### config.mk
export PLATFORM = sky130hd
export DESIGN_NAME = sdram_arbit_flat
export DESIGN_NICKNAME = d
export VERILOG_FILES = /design/src/rtl/sdram_pkg.sv /design/src/rtl/sdram_arbit_if.sv /design/src/rtl/sdram_arb_rr.sv /design/src/rtl/sdram_arbit.sv /design/src/flat_wrapper.sv
export SDC_FILE = /design/constraint.sdc
export NUM_CORES = 1
export LEC_CHECK = 0
export CAP_MARGIN = 10
export CORE_ASPECT_RATIO = 1.1
export CORE_MARGIN = 2
export CORE_UTILIZATION = 27
export DETAILED_ROUTE_END_ITERATION = 8
export PLACE_DENSITY = 0.82
export SLEW_MARGIN = 40
export SYNTH_ARGS = -nofsm -noshare
export SYNTH_HDL_FRONTEND = slang
export SYNTH_HIERARCHICAL = 1
export SYNTH_SLANG_ARGS = --single-unit
export TNS_END_PERCENT = 20
### constraint.sdc
create_clock -name sys_clk -period 1.5 [get_ports sys_clk]
set_input_delay 0.3 -clock sys_clk [delete_from_list [all_inputs] [get_ports sys_clk]]
set_output_delay 0.3 -clock sys_clk [all_outputs]
set_load 0.02 [all_outputs]
### src/rtl/sdram_pkg.sv
// rtl/sdram_pkg.sv - SDRAM command codes, arbiter state encoding and grant-side type.
package sdram_pkg;

  // {cs_n, ras_n, cas_n, we_n}
  localparam logic [3:0] NOP       = 4'b0111;
  localparam logic [3:0] ACTIVE    = 4'b0011;
  localparam logic [3:0] READ      = 4'b0101;
  localparam logic [3:0] WRITE     = 4'b0100;
  localparam logic [3:0] B_TERM    = 4'b0110;
  localparam logic [3:0] PRECHARGE = 4'b0010;
  localparam logic [3:0] AUTO_REF  = 4'b0001;
  localparam logic [3:0] LOAD_MODE = 4'b0000;

  typedef enum logic [2:0] {
    ARB_INIT  = 3'd0,
    ARB_IDLE  = 3'd1,
    ARB_AREF  = 3'd2,
    ARB_WRITE = 3'd3,
    ARB_READ  = 3'd4
  } arb_state_t;

  typedef enum logic {
    GNT_WRITE = 1'b0,
    GNT_READ  = 1'b1
  } grant_side_t;

endpackage

### src/rtl/sdram_arbit_if.sv
// rtl/sdram_arbit_if.sv - Sequencer-side buses, grants and SDRAM pins around the arbiter.
interface sdram_arbit_if #(
  parameter int ADDR_W = 13,
  parameter int BA_W   = 2,
  parameter int DQ_W   = 16
);
  logic              init_end;
  logic [3:0]        init_cmd;
  logic [BA_W-1:0]   init_ba;
  logic [ADDR_W-1:0] init_addr;

  logic              aref_req;
  logic              aref_end;
  logic [3:0]        aref_cmd;
  logic [BA_W-1:0]   aref_ba;
  logic [ADDR_W-1:0] aref_addr;

  logic              wr_req;
  logic              wr_end;
  logic [3:0]        wr_cmd;
  logic [BA_W-1:0]   wr_ba;
  logic [ADDR_W-1:0] wr_addr;
  logic              wr_sdram_en;
  logic [DQ_W-1:0]   wr_sdram_data;

  logic              rd_req;
  logic              rd_end;
  logic [3:0]        rd_cmd;
  logic [BA_W-1:0]   rd_ba;
  logic [ADDR_W-1:0] rd_addr;

  logic              aref_en;
  logic              wr_en;
  logic              rd_en;

  logic              sdram_cke;
  logic              sdram_cs_n;
  logic              sdram_ras_n;
  logic              sdram_cas_n;
  logic              sdram_we_n;
  logic [BA_W-1:0]   sdram_ba;
  logic [ADDR_W-1:0] sdram_addr;
  logic [DQ_W-1:0]   sdram_dq_out;
  logic              sdram_dq_oe;

  modport slave (
    input  init_end, init_cmd, init_ba, init_addr,
    input  aref_req, aref_end, aref_cmd, aref_ba, aref_addr,
    input  wr_req, wr_end, wr_cmd, wr_ba, wr_addr, wr_sdram_en, wr_sdram_data,
    input  rd_req, rd_end, rd_cmd, rd_ba, rd_addr,
    output aref_en, wr_en, rd_en,
    output sdram_cke, sdram_cs_n, sdram_ras_n, sdram_cas_n, sdram_we_n,
    output sdram_ba, sdram_addr, sdram_dq_out, sdram_dq_oe
  );

  modport master (
    output init_end, init_cmd, init_ba, init_addr,
    output aref_req, aref_end, aref_cmd, aref_ba, aref_addr,
    output wr_req, wr_end, wr_cmd, wr_ba, wr_addr, wr_sdram_en, wr_sdram_data,
    output rd_req, rd_end, rd_cmd, rd_ba, rd_addr,
    input  aref_en, wr_en, rd_en,
    input  sdram_cke, sdram_cs_n, sdram_ras_n, sdram_cas_n, sdram_we_n,
    input  sdram_ba, sdram_addr, sdram_dq_out, sdram_dq_oe
  );

endinterface

### src/rtl/sdram_arb_rr.sv
// rtl/sdram_arb_rr.sv - Two-way write/read round-robin picker remembering the last side served.
module sdram_arb_rr
  import sdram_pkg::*;
(
  input  logic clk,
  input  logic rst,
  input  logic wr_req,
  input  logic rd_req,
  input  logic take,
  output logic pick_wr,
  output logic pick_rd
);

  grant_side_t last_grant;

  // Contested requests go to the side that was not served last.
  assign pick_wr = wr_req & (~rd_req | (last_grant == GNT_READ));
  assign pick_rd = rd_req & (~wr_req | (last_grant == GNT_WRITE));

  always_ff @(posedge clk) begin
    if (rst) begin
      last_grant <= GNT_READ;
    end else if (take && pick_wr) begin
      last_grant <= GNT_WRITE;
    end else if (take && pick_rd) begin
      last_grant <= GNT_READ;
    end
  end

endmodule

### src/rtl/sdram_arbit.sv
// rtl/sdram_arbit.sv - SDRAM bus scheduler: init, then refresh-first, write/read round-robin.
module sdram_arbit
  import sdram_pkg::*;
#(
  parameter int ADDR_W = 13,
  parameter int BA_W   = 2,
  parameter int DQ_W   = 16
) (
  input  logic          sys_clk,
  input  logic          sys_rst,
  sdram_arbit_if.slave  bus
);

  arb_state_t        state;
  arb_state_t        next_state;
  logic              take;
  logic              pick_wr;
  logic              pick_rd;
  logic [3:0]        pin_cmd;
  logic [BA_W-1:0]   pin_ba;
  logic [ADDR_W-1:0] pin_addr;
  logic              dq_oe;
  logic [DQ_W-1:0]   dq_val;

  sdram_arb_rr u_rr (
    .clk     (sys_clk),
    .rst     (sys_rst),
    .wr_req  (bus.wr_req),
    .rd_req  (bus.rd_req),
    .take    (take),
    .pick_wr (pick_wr),
    .pick_rd (pick_rd)
  );

  always_ff @(posedge sys_clk) begin
    if (sys_rst) begin
      state <= ARB_INIT;
    end else begin
      state <= next_state;
    end
  end

  always_comb begin
    next_state = state;
    take       = 1'b0;
    case (state)
      ARB_INIT:  if (bus.init_end) next_state = ARB_IDLE;
      ARB_IDLE: begin
        if (bus.aref_req) begin
          next_state = ARB_AREF;
        end else begin
          take = 1'b1;
          if (pick_wr) begin
            next_state = ARB_WRITE;
          end else if (pick_rd) begin
            next_state = ARB_READ;
          end
        end
      end
      ARB_AREF:  if (bus.aref_end) next_state = ARB_IDLE;
      ARB_WRITE: if (bus.wr_end) next_state = ARB_IDLE;
      ARB_READ:  if (bus.rd_end) next_state = ARB_IDLE;
      default:   next_state = ARB_IDLE;
    endcase
  end

  // Pin mux; reset overrides whatever the state register holds.
  always_comb begin
    pin_cmd  = NOP;
    pin_ba   = '1;
    pin_addr = '1;
    if (!sys_rst) begin
      case (state)
        ARB_INIT: begin
          pin_cmd  = bus.init_cmd;
          pin_ba   = bus.init_ba;
          pin_addr = bus.init_addr;
        end
        ARB_AREF: begin
          pin_cmd  = bus.aref_cmd;
          pin_ba   = bus.aref_ba;
          pin_addr = bus.aref_addr;
        end
        ARB_WRITE: begin
          pin_cmd  = bus.wr_cmd;
          pin_ba   = bus.wr_ba;
          pin_addr = bus.wr_addr;
        end
        ARB_READ: begin
          pin_cmd  = bus.rd_cmd;
          pin_ba   = bus.rd_ba;
          pin_addr = bus.rd_addr;
        end
        default: begin
          pin_cmd  = NOP;
          pin_ba   = '1;
          pin_addr = '1;
        end
      endcase
    end
  end

  assign dq_oe  = ~sys_rst & bus.wr_sdram_en & (state == ARB_WRITE);
  assign dq_val = dq_oe ? bus.wr_sdram_data : '0;

  assign bus.aref_en      = ~sys_rst & (state == ARB_AREF);
  assign bus.wr_en        = ~sys_rst & (state == ARB_WRITE);
  assign bus.rd_en        = ~sys_rst & (state == ARB_READ);
  assign bus.sdram_cke    = ~sys_rst;
  assign bus.sdram_cs_n   = pin_cmd[3];
  assign bus.sdram_ras_n  = pin_cmd[2];
  assign bus.sdram_cas_n  = pin_cmd[1];
  assign bus.sdram_we_n   = pin_cmd[0];
  assign bus.sdram_ba     = pin_ba;
  assign bus.sdram_addr   = pin_addr;
  assign bus.sdram_dq_oe  = dq_oe;
  assign bus.sdram_dq_out = dq_val;

endmodule

### src/flat_wrapper.sv
// flat-port wrapper written by rule: the top's interface ports become plain ports
module sdram_arbit_flat import sdram_pkg::*;
#(
  parameter int ADDR_W = 13,
  parameter int BA_W   = 2,
  parameter int DQ_W   = 16
)
  (sys_clk, sys_rst, bus_init_end, bus_init_cmd, bus_init_ba, bus_init_addr, bus_aref_req, bus_aref_end, bus_aref_cmd, bus_aref_ba, bus_aref_addr, bus_wr_req, bus_wr_end, bus_wr_cmd, bus_wr_ba, bus_wr_addr, bus_wr_sdram_en, bus_wr_sdram_data, bus_rd_req, bus_rd_end, bus_rd_cmd, bus_rd_ba, bus_rd_addr, bus_aref_en, bus_wr_en, bus_rd_en, bus_sdram_cke, bus_sdram_cs_n, bus_sdram_ras_n, bus_sdram_cas_n, bus_sdram_we_n, bus_sdram_ba, bus_sdram_addr, bus_sdram_dq_out, bus_sdram_dq_oe);
  sdram_arbit_if #(.ADDR_W(ADDR_W), .BA_W(BA_W), .DQ_W(DQ_W)) bus_i ();
  input  logic sys_clk;
  input  logic sys_rst;
  input wire logic [$bits(bus_i.init_end)-1:0] bus_init_end;
  input wire logic [$bits(bus_i.init_cmd)-1:0] bus_init_cmd;
  input wire logic [$bits(bus_i.init_ba)-1:0] bus_init_ba;
  input wire logic [$bits(bus_i.init_addr)-1:0] bus_init_addr;
  input wire logic [$bits(bus_i.aref_req)-1:0] bus_aref_req;
  input wire logic [$bits(bus_i.aref_end)-1:0] bus_aref_end;
  input wire logic [$bits(bus_i.aref_cmd)-1:0] bus_aref_cmd;
  input wire logic [$bits(bus_i.aref_ba)-1:0] bus_aref_ba;
  input wire logic [$bits(bus_i.aref_addr)-1:0] bus_aref_addr;
  input wire logic [$bits(bus_i.wr_req)-1:0] bus_wr_req;
  input wire logic [$bits(bus_i.wr_end)-1:0] bus_wr_end;
  input wire logic [$bits(bus_i.wr_cmd)-1:0] bus_wr_cmd;
  input wire logic [$bits(bus_i.wr_ba)-1:0] bus_wr_ba;
  input wire logic [$bits(bus_i.wr_addr)-1:0] bus_wr_addr;
  input wire logic [$bits(bus_i.wr_sdram_en)-1:0] bus_wr_sdram_en;
  input wire logic [$bits(bus_i.wr_sdram_data)-1:0] bus_wr_sdram_data;
  input wire logic [$bits(bus_i.rd_req)-1:0] bus_rd_req;
  input wire logic [$bits(bus_i.rd_end)-1:0] bus_rd_end;
  input wire logic [$bits(bus_i.rd_cmd)-1:0] bus_rd_cmd;
  input wire logic [$bits(bus_i.rd_ba)-1:0] bus_rd_ba;
  input wire logic [$bits(bus_i.rd_addr)-1:0] bus_rd_addr;
  output wire logic [$bits(bus_i.aref_en)-1:0] bus_aref_en;
  output wire logic [$bits(bus_i.wr_en)-1:0] bus_wr_en;
  output wire logic [$bits(bus_i.rd_en)-1:0] bus_rd_en;
  output wire logic [$bits(bus_i.sdram_cke)-1:0] bus_sdram_cke;
  output wire logic [$bits(bus_i.sdram_cs_n)-1:0] bus_sdram_cs_n;
  output wire logic [$bits(bus_i.sdram_ras_n)-1:0] bus_sdram_ras_n;
  output wire logic [$bits(bus_i.sdram_cas_n)-1:0] bus_sdram_cas_n;
  output wire logic [$bits(bus_i.sdram_we_n)-1:0] bus_sdram_we_n;
  output wire logic [$bits(bus_i.sdram_ba)-1:0] bus_sdram_ba;
  output wire logic [$bits(bus_i.sdram_addr)-1:0] bus_sdram_addr;
  output wire logic [$bits(bus_i.sdram_dq_out)-1:0] bus_sdram_dq_out;
  output wire logic [$bits(bus_i.sdram_dq_oe)-1:0] bus_sdram_dq_oe;
  assign bus_i.init_end = bus_init_end;
  assign bus_i.init_cmd = bus_init_cmd;
  assign bus_i.init_ba = bus_init_ba;
  assign bus_i.init_addr = bus_init_addr;
  assign bus_i.aref_req = bus_aref_req;
  assign bus_i.aref_end = bus_aref_end;
  assign bus_i.aref_cmd = bus_aref_cmd;
  assign bus_i.aref_ba = bus_aref_ba;
  assign bus_i.aref_addr = bus_aref_addr;
  assign bus_i.wr_req = bus_wr_req;
  assign bus_i.wr_end = bus_wr_end;
  assign bus_i.wr_cmd = bus_wr_cmd;
  assign bus_i.wr_ba = bus_wr_ba;
  assign bus_i.wr_addr = bus_wr_addr;
  assign bus_i.wr_sdram_en = bus_wr_sdram_en;
  assign bus_i.wr_sdram_data = bus_wr_sdram_data;
  assign bus_i.rd_req = bus_rd_req;
  assign bus_i.rd_end = bus_rd_end;
  assign bus_i.rd_cmd = bus_rd_cmd;
  assign bus_i.rd_ba = bus_rd_ba;
  assign bus_i.rd_addr = bus_rd_addr;
  assign bus_aref_en = bus_i.aref_en;
  assign bus_wr_en = bus_i.wr_en;
  assign bus_rd_en = bus_i.rd_en;
  assign bus_sdram_cke = bus_i.sdram_cke;
  assign bus_sdram_cs_n = bus_i.sdram_cs_n;
  assign bus_sdram_ras_n = bus_i.sdram_ras_n;
  assign bus_sdram_cas_n = bus_i.sdram_cas_n;
  assign bus_sdram_we_n = bus_i.sdram_we_n;
  assign bus_sdram_ba = bus_i.sdram_ba;
  assign bus_sdram_addr = bus_i.sdram_addr;
  assign bus_sdram_dq_out = bus_i.sdram_dq_out;
  assign bus_sdram_dq_oe = bus_i.sdram_dq_oe;
  sdram_arbit #(.ADDR_W(ADDR_W), .BA_W(BA_W), .DQ_W(DQ_W)) u_core (.sys_clk(sys_clk), .sys_rst(sys_rst), .bus(bus_i));
endmodule
==> Yosys cells after proc, flatten, opt, wreduce, memory -nomap -nowiden <==
Cells that the tools add are included.
{ "op_classes": {"n_div": 0, "order_cmp": 0, "add_sub_neg": 0, "multipliers": 0, "eq_ne": 9, "n_mux": 19, "bitwise": 13, "n_reduce_logical": 5, "shift": 0} }
{ "op_table": {"columns": ["operator", "count"], "rows": [
  ["13-bit case mux with 4 select lines", 1],
  ["3-bit 2-to-1 mux", 7],
  ["16-bit 2-to-1 mux", 1],
  ["4-bit case mux with 4 select lines", 1],
  ["3-bit case mux with 5 select lines", 1],
  ["13-bit 2-to-1 mux", 1],
  ["2-bit != test (second input constant)", 4],
  ["2-bit case mux with 4 select lines", 1],
  ["1-bit AND", 7],
  ["3-bit by 2-bit == test with 1-bit output (second input constant)", 2],
  ["5-bit AND reduction", 1],
  ["1-bit 2-to-1 mux", 4],
  ["4-bit 2-to-1 mux", 1],
  ["4-bit != test (second input constant)", 1],
  ["1-bit NOT", 4],
  ["3-bit by 1-bit == test with 1-bit output (second input constant)", 1],
  ["3-bit == test (second input constant)", 1],
  ["3-bit logical NOT", 1],
  ["1-bit logical AND", 2],
  ["2-bit 2-to-1 mux", 1],
  ["1-bit bitwise OR", 2],
  ["2-bit nonzero test", 1]
]} }
{ "totals": {"mem_bits_ro": 0, "n_memories": 0, "register_bits": 4, "input_bits": 102, "elab_cells": 48, "ram_bits": 0, "latchBits": 0} }

==> Depth between registers and ports, before layout <==
{ "logic_depth": {"word_depth": 7, "ltp_mapped": 6, "ltp_nobuf": 5} }

==> By module <==
The synthesis kept the hierarchy.
{ "modules_own_cells": {"columns": ["mod", "seq_area_each_um2", "area_each_um2", "n_inst", "cells_each"], "rows": [
  ["sdram_arbit", 60.1, 1134.8, 1, 158],
  ["sdram_arb_rr", 20.0, 61.3, 1, 7]
]} }

==> Least setup slack after synthesis <==
Ideal clock, no wire load.
{ "synth_timing": {"path_kind": "reg-to-output", "start": "register u_core.state[1]", "end": "output port bus_sdram_cs_n", "n_path_buf": 1, "arrival_ns": 1.376, "t_required_ns": 1.200, "setup_slack_ns": -0.176, "stages_incl_launch_ff": 5, "cell_sequence": "dfxtp_1 -> buf_4 -> nor2_2 -> a221oi_1 -> a211oi_1"} }
{ "synth_between": {"elab_chain_cells": 3, "word_cells_on_any_way": 6, "classes_between": "eq/ne (3); mux (2); reduce/logical (1)"} }
{ "synth_lines": {"columns": ["element", "line", "source"], "rows": [
  ["start: declaration", "sdram_arbit.sv:14", "arb_state_t state;"],
  ["start signal: assignment", "sdram_arbit.sv:39", "state <= next_state;"],
  ["3-bit == test (tied with other cells)", "sdram_arbit.sv:73", "case (state)"],
  ["4-bit case mux with 4 select lines (*)", "sdram_arbit.sv:73", null],
  ["4-bit 2-to-1 mux (*)", "sdram_arbit.sv:72", "if (!sys_rst) begin"],
  ["end: declaration", "flat_wrapper.sv:37", "output wire logic [$bits(bus_i.sdram_cs_n)-1:0] bus_sdram_cs_n;"]
]} }
Every way passes the cells marked *; elsewhere a longest branch is shown, timed or not.

==> Final worst setup path <==
{ "layout_timing": {"start": "register u_core.state[0]", "end": "output port bus_sdram_ba[0]"} }
{ "layout_between": {"elab_chain_cells": 3, "word_cells_on_any_way": 6, "classes_between": "eq/ne (3); mux (2); reduce/logical (1)"} }
{ "layout_lines": {"columns": ["element", "line", "source"], "rows": [
  ["3-bit == test (tied with other cells)", "sdram_arbit.sv:73", null],
  ["2-bit case mux with 4 select lines (*)", "sdram_arbit.sv:73", null],
  ["2-bit 2-to-1 mux (*)", "sdram_arbit.sv:72", null],
  ["end: declaration", "flat_wrapper.sv:41", "output wire logic [$bits(bus_i.sdram_ba)-1:0] bus_sdram_ba;"]
]} }
Marked as above.

==> metrics.md <==
| Metric | Value |
|---|---|
| M3 GR Usage | `4.288%` |
| Switch share | `36.02%` |
| WP data arrival | `1.52 ns` |
| Gr busiest metal | `met2` |
| Largest net degree at the start of global routing | `18` |
| Hold path cells | `3` |
| RePlAce Congestion | `0.8941` |
| Net Switching | `0.4651 mW` |
| Drt wl/cell | `14.82 um` |
| Synth-to-layout area growth | `142.2%` |
| Vias in the first global route | `1874` |
| Post-route DRC | `0` |
| Slew HR | `80.01%` |
| Hold/Removal Path Class | `input port to register` |
| Max Slew Vio Count | `0` |
| Bufs on Longest Clock Path | `2` |
| Rows | `25` |
| H-tree levels | `1` |
| RSZ-0062 raised after global routing | `true` |
| Synth top area share | `9.414%` |
| R2R Setup Slk | `0.08 ns` |
| Yosys warns | `6` |
| Setup crit end kind | `primary output` |
| Pwr dens | `445.8 nW/um^2` |
| CTS Root Cell | `clkbuf_8` |
| Max cap viols | `0` |
| Via/cell ratio | `5.005` |
| All-Layer GR Usage | `21.08%` |
| Die ar. | `4979 um^2` |
| Num CTS Buffers | `3` |
| Post-route setup slack | `-0.3198 ns` |
| Die width | `67.46 um` |
| Fillers | `365` |
| Vias | `1872` |
| FMAX | `549.5 MHz` |
| Initial antenna violation count | `0` |
| Post-synth EDFFs | `0` |
| Die height | `73.81 um` |
| Worst path max stage delay | `0.45 ns` |
| Fraction of registers with async set/reset | `0%` |
| Crit path cell chain | `or3b_4 -> o22ai_2 -> o211ai_1 -> buf_4` |
| WS Path Type | `register to primary output` |
| Sequential power share | `10.0%` |
| M1 GR Usage | `22.80%` |
| Part of the cycle the worst path needs | `121.3%` |
| Core box area | `4285 um^2` |
| Static Leak | `1.156 nW` |
| Worst Tran Pin Value | `0.2972 ns` |
| Commonest non-fill, non-tap cell in the layout | `clkdlybuf4s50_1` |
| Initial core utilization | `27.91%` |
| Post-Syn Instances | `165` |
| Register bit total from synthesis | `4` |
| Met2 Use GR | `41.61%` |
| Hold-fix buffers at CTS | `0` |
| Antenna diodes | `0` |
| Clock transition at path regs | `0.03 ns` |
| Initial DRT Pass Iterations | `4` |
| Commonest cells after routing, fill and taps aside | `clkdlybuf4s50_1 (100), buf_4 (34), buf_6 (23), and2_1 (16), a21oi_1 (11)` |
| Global-route wire length before repair | `8321 um` |
| CTS sink count | `4` |
| Layout cells sized above 1 | `34.06%` |
| CP max FO | `7` |
| Final setup fails | `38` |
| Post-DP HPWL | `4563 um` |
| Detail Route Antenna Nets | `0` |
| Period minus WS final | `1.820 ns` |
| Combinational Power Share | `72.3%` |
| Clock latency on the worst-skew pair | `0.22 ns` |
| Post-synthesis sequential area ratio | `6.695%` |
| Worst VDD drop | `527.1 uV` |
| Syn Nets | `267` |
| Drt total wl | `5542 um` |
| Final TNS setup | `-7.546 ns` |
| Yosys cell types | `43` |
| Worst R2R Path Depth | `7` |
| CP max stage cell | `or3b_4` |
| Status | `finished, violations left` |
| Port Buffers | `141` |
| Final Hold Viols | `0` |
| Grt ovf | `0` |
| CTS tree | `yes` |
| Post-Syn Area | `1196 um^2` |
| Initial DRC count | `51` |
| Total power | `1.291 mW` |
| Final Skew | `0.002094 ns` |
| Req. time, crit path | `1.20 ns` |
| Post-synth top area cell | `and2_1` |
| I/O Pins | `142` |
| Clock network power share | `17.7%` |
| Post-Syn Area per Cell | `7.249 um^2` |
| Top cells by area, synth | `and2_1 (9.4%), mux2i_1 (8.4%), o22ai_2 (7.3%), dfxtp_1 (6.7%), a221oi_1 (6.6%)` |
| Nets | `424` |
| Failing checks | `setup timing` |
| Startpoint Class | `register` |
| Top_reg_cell synth | `dfxtp_1` |
| Internal Power | `0.8261 mW` |
## power groups by stage
stage                     Combinational [mW]  Sequential [mW]  Clock, mW
after floorplan                        0.425            0.121          0
after global placement                 0.907            0.130          0
after detailed placement               0.923            0.130          0
after CTS                              0.919            0.130      0.233
after global routing                    1.00            0.131      0.239
final                                  0.933            0.129      0.229
## final timing paths
path,startpoint,to
max,u_core/state[0]$_SDFFE_PP0P_,bus_sdram_ba[0]
min,sys_rst,u_core/state[2]$_SDFFE_PP0P_
max reg2reg,u_core/state[2]$_SDFFE_PP0P_,u_core/u_rr/last_grant$_SDFFE_PP1P_
min reg2reg,u_core/u_rr/last_grant$_SDFFE_PP1P_,u_core/u_rr/last_grant$_SDFFE_PP1P_
## cell usage after synthesis, types with 5 or more instances
cell type  instances
buf_4              5
and2_1            18
a221oi_1           9
nor2_1            10
a21oi_1           11
nand2_1            7
o211ai_1           9
nand2b_1           8
buf_2              6
mux2i_1           10
o21ai_1            7
o22ai_2            7
## per-stage QoR
stage	cells	hold WS, ns	area [um^2]	worst slack [ns]	utilization [%]
final	374	0.5105	2897	-0.3198	67.59
after global routing	374	0.5417	2897	-0.3611	67.59
after CTS	375	0.5417	2868	-0.3749	66.92
after detailed placement	370	0.5320	2783	-0.8292	64.93
after global placement	370	0.5160	2783	-0.7908	64.93
after floorplan	165	0.4103	1202	-0.05324	-
## final cells by class
class,instances,area (um^2),share of cell area [%]
Tap cell,54,67.56,2.333
Timing Repair Buffer,170,1590,54.90
Multi-Input combinational cell,139,1091,37.67
Clock buffer,3,41.29,1.425
Sequential cell,4,91.34,3.153
Inverter,4,15.01,0.5184
## worst max-delay path: cells and delay by family, from the launching register on
family	cells	cell delay, ns
AO/OA/AOI/OAI	2	0.30
buffers and inverters	1	0.18
flip-flops	1	0.37
AND/OR/NAND/NOR	1	0.45
## routing by layer
layer | part of all wire [%] | up-vias
met1 | 37 | 873
li1 | - | 925
met3 | 7.6 | 6
met2 | 54 | 68
met5 | 0 | -
met4 | 0.76 | 0
## kinds of logic (layout without fill, tap and decap cells)
kind of cell | after synthesis | after routing | synth area share [%]
buffers and inverters | 22 | 177 | 10.35
AO/OA/AOI/OAI | 69 | 69 | 45.29
AND/OR/NAND/NOR | 59 | 59 | 28.35
flip-flops | 4 | 4 | 6.695
multiplexers | 11 | 11 | 9.310
## registers in the layout, indices dropped and copies added, names as in the netlist
signal	cells
u_core/state	3
u_core/u_rr/last_grant	1
## timing repair
action,in CTS,in global routing
resized for setup,225,14
buffers inserted,1,0
endpoints found under the setup margin,40,41
gates cloned,1,0
pin swaps,3,4
(Power assumes the default switching activity.)
